[src/rtl/issue_scoreboard_if.sv]
`default_nettype none
// ============================================================================
// Module   : issue_scoreboard_if
// Brief    : Decode-to-issue handshake bundle carrying one decoded instruction.
// Revision : 1.0
// ============================================================================
interface issue_scoreboard_if #(
    parameter int NREG = 16
);
    localparam int IDX_W = $clog2(NREG);

    logic             dec_valid;
    logic             dec_ready;
    logic [IDX_W-1:0] src1_idx;
    logic [IDX_W-1:0] src2_idx;
    logic             src1_type;
    logic             src2_type;
    logic             src1_used;
    logic             src2_used;
    logic [IDX_W-1:0] dest_idx;
    logic             dest_type;
    logic             dest_used;
    logic             vec_op;

    modport master (
        output dec_valid, src1_idx, src2_idx, src1_type, src2_type,
               src1_used, src2_used, dest_idx, dest_type, dest_used, vec_op,
        input  dec_ready
    );

    modport slave (
        input  dec_valid, src1_idx, src2_idx, src1_type, src2_type,
               src1_used, src2_used, dest_idx, dest_type, dest_used, vec_op,
        output dec_ready
    );
endinterface
`default_nettype wire

[src/rtl/issue_scoreboard.sv]
`default_nettype none
// ============================================================================
// Module   : issue_scoreboard
// Brief    : Busy-bit scoreboard issue gate for scalar/vector register files.
// Revision : 1.0
// ============================================================================
module issue_scoreboard #(
    parameter int NREG       = 16,
    parameter int VEC_CYCLES = 4
) (
    input  wire logic                    clk,
    input  wire logic                    rst,
    issue_scoreboard_if.slave            dec,
    input  wire logic                    wb_valid,
    input  wire logic [$clog2(NREG)-1:0] wb_idx,
    input  wire logic                    wb_type,
    input  wire logic                    flush,
    output logic                         issue,
    output logic                         stall,
    output logic                         exec_busy,
    output logic [NREG-1:0]              busy_s,
    output logic [NREG-1:0]              busy_v,
    output logic                         wb_err
);
    localparam int OCC_W = (VEC_CYCLES > 1) ? $clog2(VEC_CYCLES) : 1;
    localparam logic [OCC_W-1:0] c_occ_load = OCC_W'(VEC_CYCLES - 1);

    logic [NREG-1:0]  r_busy_s;
    logic [NREG-1:0]  r_busy_v;
    logic [OCC_W-1:0] r_occ;
    logic             r_wb_err;

    logic [NREG-1:0]  w_wb_onehot;
    logic [NREG-1:0]  w_dest_onehot;
    logic [NREG-1:0]  w_clr_s, w_clr_v;
    logic [NREG-1:0]  w_set_s, w_set_v;
    logic [NREG-1:0]  w_eff_s, w_eff_v;
    logic             w_src1_busy, w_src2_busy, w_dest_busy;
    logic             w_hazard, w_issue, w_wb_hit;

    // A write-back landing this cycle already frees its register for hazard checks.
    assign w_wb_onehot   = NREG'(1) << wb_idx;
    assign w_dest_onehot = NREG'(1) << dec.dest_idx;
    assign w_clr_s       = (wb_valid & ~wb_type) ? w_wb_onehot : '0;
    assign w_clr_v       = (wb_valid &  wb_type) ? w_wb_onehot : '0;
    assign w_eff_s       = r_busy_s & ~w_clr_s;
    assign w_eff_v       = r_busy_v & ~w_clr_v;

    assign w_src1_busy = dec.src1_used &
                         (dec.src1_type ? w_eff_v[dec.src1_idx] : w_eff_s[dec.src1_idx]);
    assign w_src2_busy = dec.src2_used &
                         (dec.src2_type ? w_eff_v[dec.src2_idx] : w_eff_s[dec.src2_idx]);
    assign w_dest_busy = dec.dest_used &
                         (dec.dest_type ? w_eff_v[dec.dest_idx] : w_eff_s[dec.dest_idx]);

    assign w_hazard      = w_src1_busy | w_src2_busy | w_dest_busy | (r_occ != '0) | flush;
    assign dec.dec_ready = ~rst & ~w_hazard;
    assign w_issue       = dec.dec_valid & dec.dec_ready;

    assign w_set_s  = (w_issue & dec.dest_used & ~dec.dest_type) ? w_dest_onehot : '0;
    assign w_set_v  = (w_issue & dec.dest_used &  dec.dest_type) ? w_dest_onehot : '0;
    assign w_wb_hit = wb_type ? r_busy_v[wb_idx] : r_busy_s[wb_idx];

    always_ff @(posedge clk or posedge rst) begin
        if (rst) begin
            r_busy_s <= '0;
            r_busy_v <= '0;
            r_occ    <= '0;
            r_wb_err <= 1'b0;
        end else begin
            if (flush) begin
                r_busy_s <= '0;
                r_busy_v <= '0;
                r_occ    <= '0;
            end else begin
                // Set after clear so a same-cycle reissue keeps the bit busy.
                r_busy_s <= (r_busy_s & ~w_clr_s) | w_set_s;
                r_busy_v <= (r_busy_v & ~w_clr_v) | w_set_v;
                if (w_issue & dec.vec_op)
                    r_occ <= c_occ_load;
                else if (r_occ != '0)
                    r_occ <= r_occ - 1'b1;
            end
            if (wb_valid & ~w_wb_hit)
                r_wb_err <= 1'b1;
        end
    end

    assign issue     = w_issue;
    assign stall     = dec.dec_valid & ~dec.dec_ready & ~rst;
    assign exec_busy = (r_occ != '0);
    assign busy_s    = r_busy_s;
    assign busy_v    = r_busy_v;
    assign wb_err    = r_wb_err;
endmodule
`default_nettype wire

[src/flat_wrapper.sv]
// flat-port wrapper written by rule: the top's interface ports become plain ports
module issue_scoreboard_flat 
#(
    parameter int NREG       = 16,
    parameter int VEC_CYCLES = 4
)
  (clk, rst, wb_valid, wb_idx, wb_type, flush, issue, stall, exec_busy, busy_s, busy_v, wb_err, dec_dec_valid, dec_src1_idx, dec_src2_idx, dec_src1_type, dec_src2_type, dec_src1_used, dec_src2_used, dec_dest_idx, dec_dest_type, dec_dest_used, dec_vec_op, dec_dec_ready);
  issue_scoreboard_if #(.NREG(NREG)) dec_i ();
  input  wire logic clk;
  input  wire logic rst;
  input  wire logic wb_valid;
  input  wire logic [$clog2(NREG)-1:0] wb_idx;
  input  wire logic wb_type;
  input  wire logic flush;
  output logic issue;
  output logic stall;
  output logic exec_busy;
  output logic [NREG-1:0] busy_s;
  output logic [NREG-1:0] busy_v;
  output logic wb_err;
  input wire logic [$bits(dec_i.dec_valid)-1:0] dec_dec_valid;
  input wire logic [$bits(dec_i.src1_idx)-1:0] dec_src1_idx;
  input wire logic [$bits(dec_i.src2_idx)-1:0] dec_src2_idx;
  input wire logic [$bits(dec_i.src1_type)-1:0] dec_src1_type;
  input wire logic [$bits(dec_i.src2_type)-1:0] dec_src2_type;
  input wire logic [$bits(dec_i.src1_used)-1:0] dec_src1_used;
  input wire logic [$bits(dec_i.src2_used)-1:0] dec_src2_used;
  input wire logic [$bits(dec_i.dest_idx)-1:0] dec_dest_idx;
  input wire logic [$bits(dec_i.dest_type)-1:0] dec_dest_type;
  input wire logic [$bits(dec_i.dest_used)-1:0] dec_dest_used;
  input wire logic [$bits(dec_i.vec_op)-1:0] dec_vec_op;
  output wire logic [$bits(dec_i.dec_ready)-1:0] dec_dec_ready;
  assign dec_i.dec_valid = dec_dec_valid;
  assign dec_i.src1_idx = dec_src1_idx;
  assign dec_i.src2_idx = dec_src2_idx;
  assign dec_i.src1_type = dec_src1_type;
  assign dec_i.src2_type = dec_src2_type;
  assign dec_i.src1_used = dec_src1_used;
  assign dec_i.src2_used = dec_src2_used;
  assign dec_i.dest_idx = dec_dest_idx;
  assign dec_i.dest_type = dec_dest_type;
  assign dec_i.dest_used = dec_dest_used;
  assign dec_i.vec_op = dec_vec_op;
  assign dec_dec_ready = dec_i.dec_ready;
  issue_scoreboard #(.NREG(NREG), .VEC_CYCLES(VEC_CYCLES)) u_core (.clk(clk), .rst(rst), .dec(dec_i), .wb_valid(wb_valid), .wb_idx(wb_idx), .wb_type(wb_type), .flush(flush), .issue(issue), .stall(stall), .exec_busy(exec_busy), .busy_s(busy_s), .busy_v(busy_v), .wb_err(wb_err));
endmodule
[config.mk]
export PLATFORM = sky130hd
export DESIGN_NAME = issue_scoreboard_flat
export DESIGN_NICKNAME = d
export VERILOG_FILES = /design/src/rtl/issue_scoreboard_if.sv /design/src/rtl/issue_scoreboard.sv /design/src/flat_wrapper.sv
export SDC_FILE = /design/constraint.sdc
export NUM_CORES = 1
export LEC_CHECK = 0
export CORE_MARGIN = 5
export CORE_UTILIZATION = 49
export DETAILED_ROUTE_END_ITERATION = 7
export GPL_ROUTABILITY_DRIVEN = 1
export PLACE_DENSITY_LB_ADDON = 0.25
export REMOVE_ABC_BUFFERS = 1
export SLEW_MARGIN = 15
export SYNTH_ARGS = -nofsm -noshare
export SYNTH_HDL_FRONTEND = slang
export SYNTH_SLANG_ARGS = --single-unit
[constraint.sdc]
create_clock -name clk -period 2.69 [get_ports clk]
set_input_delay 0.269 -clock clk [delete_from_list [all_inputs] [get_ports clk]]
set_output_delay 0.269 -clock clk [all_outputs]
set_load 0.02 [all_outputs]
==> flow_metrics.py <==
metrics = {
    "status": {
        "run_status": "complete, but fails checks",
        "violations": "negative setup slack",
    },
    "routing": {
        "met2_length_um": 8120,
        "drc": 0,
        "top_signal_layer_used": "met4",
        "postRouteWirelength_um": 18000,
        "met1Wirelength_um": 6360,
        "avgViaCountPerCell": 6.87,
        "wl_per_cell_um": 24.5,
        "drt_first_iter_violations": 739,
        "firstDrtPassIters": 6,
        "postRouteAntennaNets": 0,
        "detailroute.via_count": 5052,
        "met3_length_um": 2290,
    },
    "power_and_ir_drop": {
        "power_frac_seq_pct": 33.5,
        "peakVddDrop_v": 0.000362,
        "switching_power_mw": 0.593,
        "power.static_leakage_nw": 2.47,
        "p_per_area_mw_per_mm2": 272,
        "p_comb_share_pct": 42.2,
        "p_int_mw": 1.03,
        "clkPwrFrac_pct": 24.3,
        "sw_frac_of_total_pct": 36.6,
    },
    "critical_path": {
        "crit_required_ps": 2420,
        "critical-path-top-delay-family": "simple AND/OR/NAND/NOR gates",
        "crit_path_cell_trace": "clkdlybuf4s15_2, buf_2, nand2b_1, o21ai_2, o41ai_2, a311o_1, nand4_1, nand3_1, or4_4, o211a_1, buf_6",
        "timing_worst_setup_path_type": "in2out",
        "setup.worst_path.start_class": "input port",
        "worstRegToRegCells": 11,
        "critical_path.max_stage_delay_ps": 570,
        "critPathArrivalTime_ps": 2700,
        "cp_num_buf_inv": 3,
        "worstSetupPathDepth": 11,
        "worstPathMaxFanout": 4,
        "critical-path-slowest-cell": "sky130_fd_sc_hd__or4_4",
        "critical_path.endpoint_type": "output pin",
    },
    "timing": {
        "final.min_clock_period_ps": 2970,
        "layout_setup_ws_ps": -284,
        "fin_crit_sh_pct": 111,
        "highest_clock_rate_ghz": 0.336,
        "report.final.hold_viol_count": 0,
        "timing_worst_slew_pin_value_ps": 813,
        "unrepaired_setup_endpoints_after_global_routing": "true",
        "maxSlewViolCount": 0,
        "setup_viol": 25,
        "fin_hold_ws_ps": 345,
        "max-slew-margin-rel_pct": 45.3,
        "finClkSkew_ps": 9.42,
    },
    "clock_network": {
        "cts_num_sinks": 35,
        "cts_buffer_depth": 2,
        "total_clock_buffers_created_by_cts": 5,
        "cts.reportedPaths.clkPinSlew_ps": 80,
        "tritoncts_clock_tree": "done",
        "clock_tree.root_cell": "sky130_fd_sc_hd__clkbuf_8",
        "ctsHoldBuffers": 0,
        "clock_tree.htree_level_count": 2,
        "clk_latency_ps": 300,
    },
    "layout": {
        "finalNonFillerCells": 735,
        "layout.area.seq_um2": 877,
        "synthToLayoutAreaGrowth_pct": 64.5,
        "fin_util_pct": 82.7,
        "commonest_non_fill_non_tap_cells_in_the_layout": "sky130_fd_sc_hd__buf_4 (161), sky130_fd_sc_hd__clkdlybuf4s50_1 (52), sky130_fd_sc_hd__dfrtp_1 (34), sky130_fd_sc_hd__nand2_1 (31)",
        "nNetsFinal": 665,
        "design_area_final_mm2": 0.00596,
        "layout-drive-gt1-share_pct": 41.7,
        "multiInputGateArea_mm2": 0.00282,
        "fillers": 441,
        "diodes": 0,
        "layout.cells.most_common": "sky130_fd_sc_hd__buf_4",
    },
    "place": {
        "place_hpwl_um": 12600,
        "pre_cts_ws_ps": -1170,
        "detailed_place.area_mm2": 0.00539,
        "numPortBuffers": 65,
        "routabilityCongestion": 1.05,
        "place_inst": 711,
    },
    "global_route": {
        "grt_start_max_net_pins": 36,
        "groute.usage.overall_pct": 36.8,
        "total_overflow_reported_by_the_global_router": 0,
        "antenna_violations_before_repair": 0,
        "first_global_vias": 4809,
        "first_pass_grt_wire_length_um": 25300,
    },
    "synthesis": {
        "synthCells": 429,
        "synth_compound_gate_area_share_pct": 26.3,
        "main_combinational_cell_family_by_area_after_synthesis": "compound AO/OA/AOI/OAI gates",
        "synthFlopType": "sky130_fd_sc_hd__dfrtp_1",
        "yosys.area_share.adder_pct": 0.345,
        "synth.area.mux_share_pct": 17.4,
        "synth.distinct_cells": 63,
        "postSynthAreaPerCell_um2": 8.45,
        "syn-cell-area_mm2": 0.00362,
        "synth-edff-count": 0,
        "yosys.area_share.xor_xnor_pct": 1.45,
        "ys_ff_latch": 35,
        "async_reset_ff_share_pct": 100,
        "synth-seq-area-share_pct": 24.2,
        "synth_simple_gate_area_share_pct": 23.5,
        "yosys_warnings": 0,
    },
    "worst_hold_path": {
        "worst_hold_path.num_cells": 2,
        "min_path_type": "in2reg",
    },
    "die": {
        "floorplan.initialDensity_pct": 50.2,
        "dieArea_mm2": 0.00922,
        "fp.dieH_um": 96.0,
        "rows": 31,
        "boundaryPins": 66,
        "core_area_mm2": 0.00721,
        "chipWidth_um": 96.0,
    },
    "flow_run": {
        "maxCapViolCount": 0,
    },
}
[Yosys cell counts (2+ instances only)]
library cell	count	area share, %
sky130_fd_sc_hd__nand4bb_1	3	0.93
sky130_fd_sc_hd__o31ai_2	4	1.4
sky130_fd_sc_hd__or3_1	3	0.52
sky130_fd_sc_hd__nand4b_1	4	0.97
sky130_fd_sc_hd__o311ai_0	3	0.73
sky130_fd_sc_hd__nor2_1	29	3.0
sky130_fd_sc_hd__mux2i_1	27	7.5
sky130_fd_sc_hd__xor2_1	3	0.73
sky130_fd_sc_hd__nand3_1	15	2.1
sky130_fd_sc_hd__nand2_1	31	3.2
sky130_fd_sc_hd__o31a_1	2	0.48
sky130_fd_sc_hd__a2111oi_0	2	0.48
sky130_fd_sc_hd__nand2b_1	19	3.3
sky130_fd_sc_hd__o311ai_1	2	0.48
sky130_fd_sc_hd__mux2_2	6	1.9
sky130_fd_sc_hd__a41oi_1	2	0.48
sky130_fd_sc_hd__o32ai_1	2	0.48
sky130_fd_sc_hd__mux4_2	13	8.1
sky130_fd_sc_hd__or2_2	4	0.69
sky130_fd_sc_hd__nor2b_1	4	0.69
sky130_fd_sc_hd__a21oi_1	9	1.2
sky130_fd_sc_hd__nor3b_1	4	0.83
sky130_fd_sc_hd__a311oi_1	5	1.2
sky130_fd_sc_hd__o41ai_1	7	1.7
sky130_fd_sc_hd__dfrtp_1	35	24
sky130_fd_sc_hd__a22oi_1	2	0.41
sky130_fd_sc_hd__buf_6	5	1.6
sky130_fd_sc_hd__nor4_1	3	0.52
sky130_fd_sc_hd__and3_1	5	0.86
sky130_fd_sc_hd__o211ai_1	18	3.7
sky130_fd_sc_hd__nor3_1	14	1.9
sky130_fd_sc_hd__buf_1	3	0.31
sky130_fd_sc_hd__o22ai_1	7	1.2
sky130_fd_sc_hd__o21ai_0	34	4.7
sky130_fd_sc_hd__nand4_1	5	0.86
sky130_fd_sc_hd__and4b_1	2	0.55
sky130_fd_sc_hd__nand3b_1	6	1.2
sky130_fd_sc_hd__inv_1	14	1.4
sky130_fd_sc_hd__clkbuf_1	17	1.8
sky130_fd_sc_hd__o2111ai_1	6	1.4
sky130_fd_sc_hd__a31oi_1	3	0.52
sky130_fd_sc_hd__o31ai_1	10	2.1
sky130_fd_sc_hd__o21ai_1	3	0.41
sky130_fd_sc_hd__xnor2_1	3	0.73
sky130_fd_sc_hd__buf_2	13	1.8
[final cells by class]
class	instances	area share, %
multi-input cells	342	47.3
repair buffers	237	33.5
flip-flops and latches	35	14.7
well taps	99	2.08
clock buffers	5	1.15
inverters	14	0.881
clock inverters	3	0.336
[power groups by stage]
| stage | Combinational [mW] | Sequential (mW) | Clock [mW] |
|---|---|---|---|
| after detailed placement | 0.570 | 0.553 | 0 |
| final | 0.685 | 0.543 | 0.394 |
| after floorplan | 0.217 | 0.554 | 0 |
| after CTS | 0.602 | 0.543 | 0.392 |
| after global routing | 0.714 | 0.545 | 0.428 |
| after global placement | 0.562 | 0.553 | 0 |
[logic make-up (layout without fill, tap and decap cells)]
kind of cell / after synthesis / in the layout
mux: 46 / 46
fa+ha+maj: 1 / 1
buf+inv: 52 / 259
xor+xnor: 6 / 6
flops: 35 / 35
compound gates: 133 / 133
simple gates: 156 / 156
[registers in the layout, indices dropped and copies added (netlist names)]
signal,count
u_core.r_occ,2
u_core.busy_s,16
u_core.busy_v,16
u_core.wb_err,1
[repair_timing]
| action | in CTS | in global routing |
|---|---|---|
| pin swaps | 16 | 5 |
| setup endpoints to repair | 37 | 37 |
| setup buffers | 8 | 6 |
| gates resized for setup | 88 | 48 |
| gates cloned | 1 | 1 |
[stage by stage]
stage | power (mW) | setup TNS, ps
CTS | 1.54 | -514
global placement | 1.11 | -25680
floorplan | 0.772 | -1900
finish | 1.62 | -1850
global route | 1.69 | -4550
detailed placement | 1.12 | -26750
[routing by layer]
layer  vias up  GRT usage, %
met5         -             0
met4         0          16.6
met3       129          5.32
met2       475          60.7
met1      2366          47.6
li1       2082             -
[worst paths after layout]
| check | start | end | slack [ps] |
|---|---|---|---|
| worst min register to register | u_core.wb_err | u_core.wb_err | 480 |
| worst max-delay path | wb_idx[0] | stall | -280 |
| max in group asynchronous | rst | u_core.busy_v[2] | 1810 |
| worst min-delay path | wb_valid | u_core.wb_err | 340 |
| worst max register to register | u_core.busy_v[3] | u_core.busy_s[13] | -40 |
| min in group asynchronous | rst | u_core.r_occ[1] | 500 |
Power figures use the tool's default switching activity.
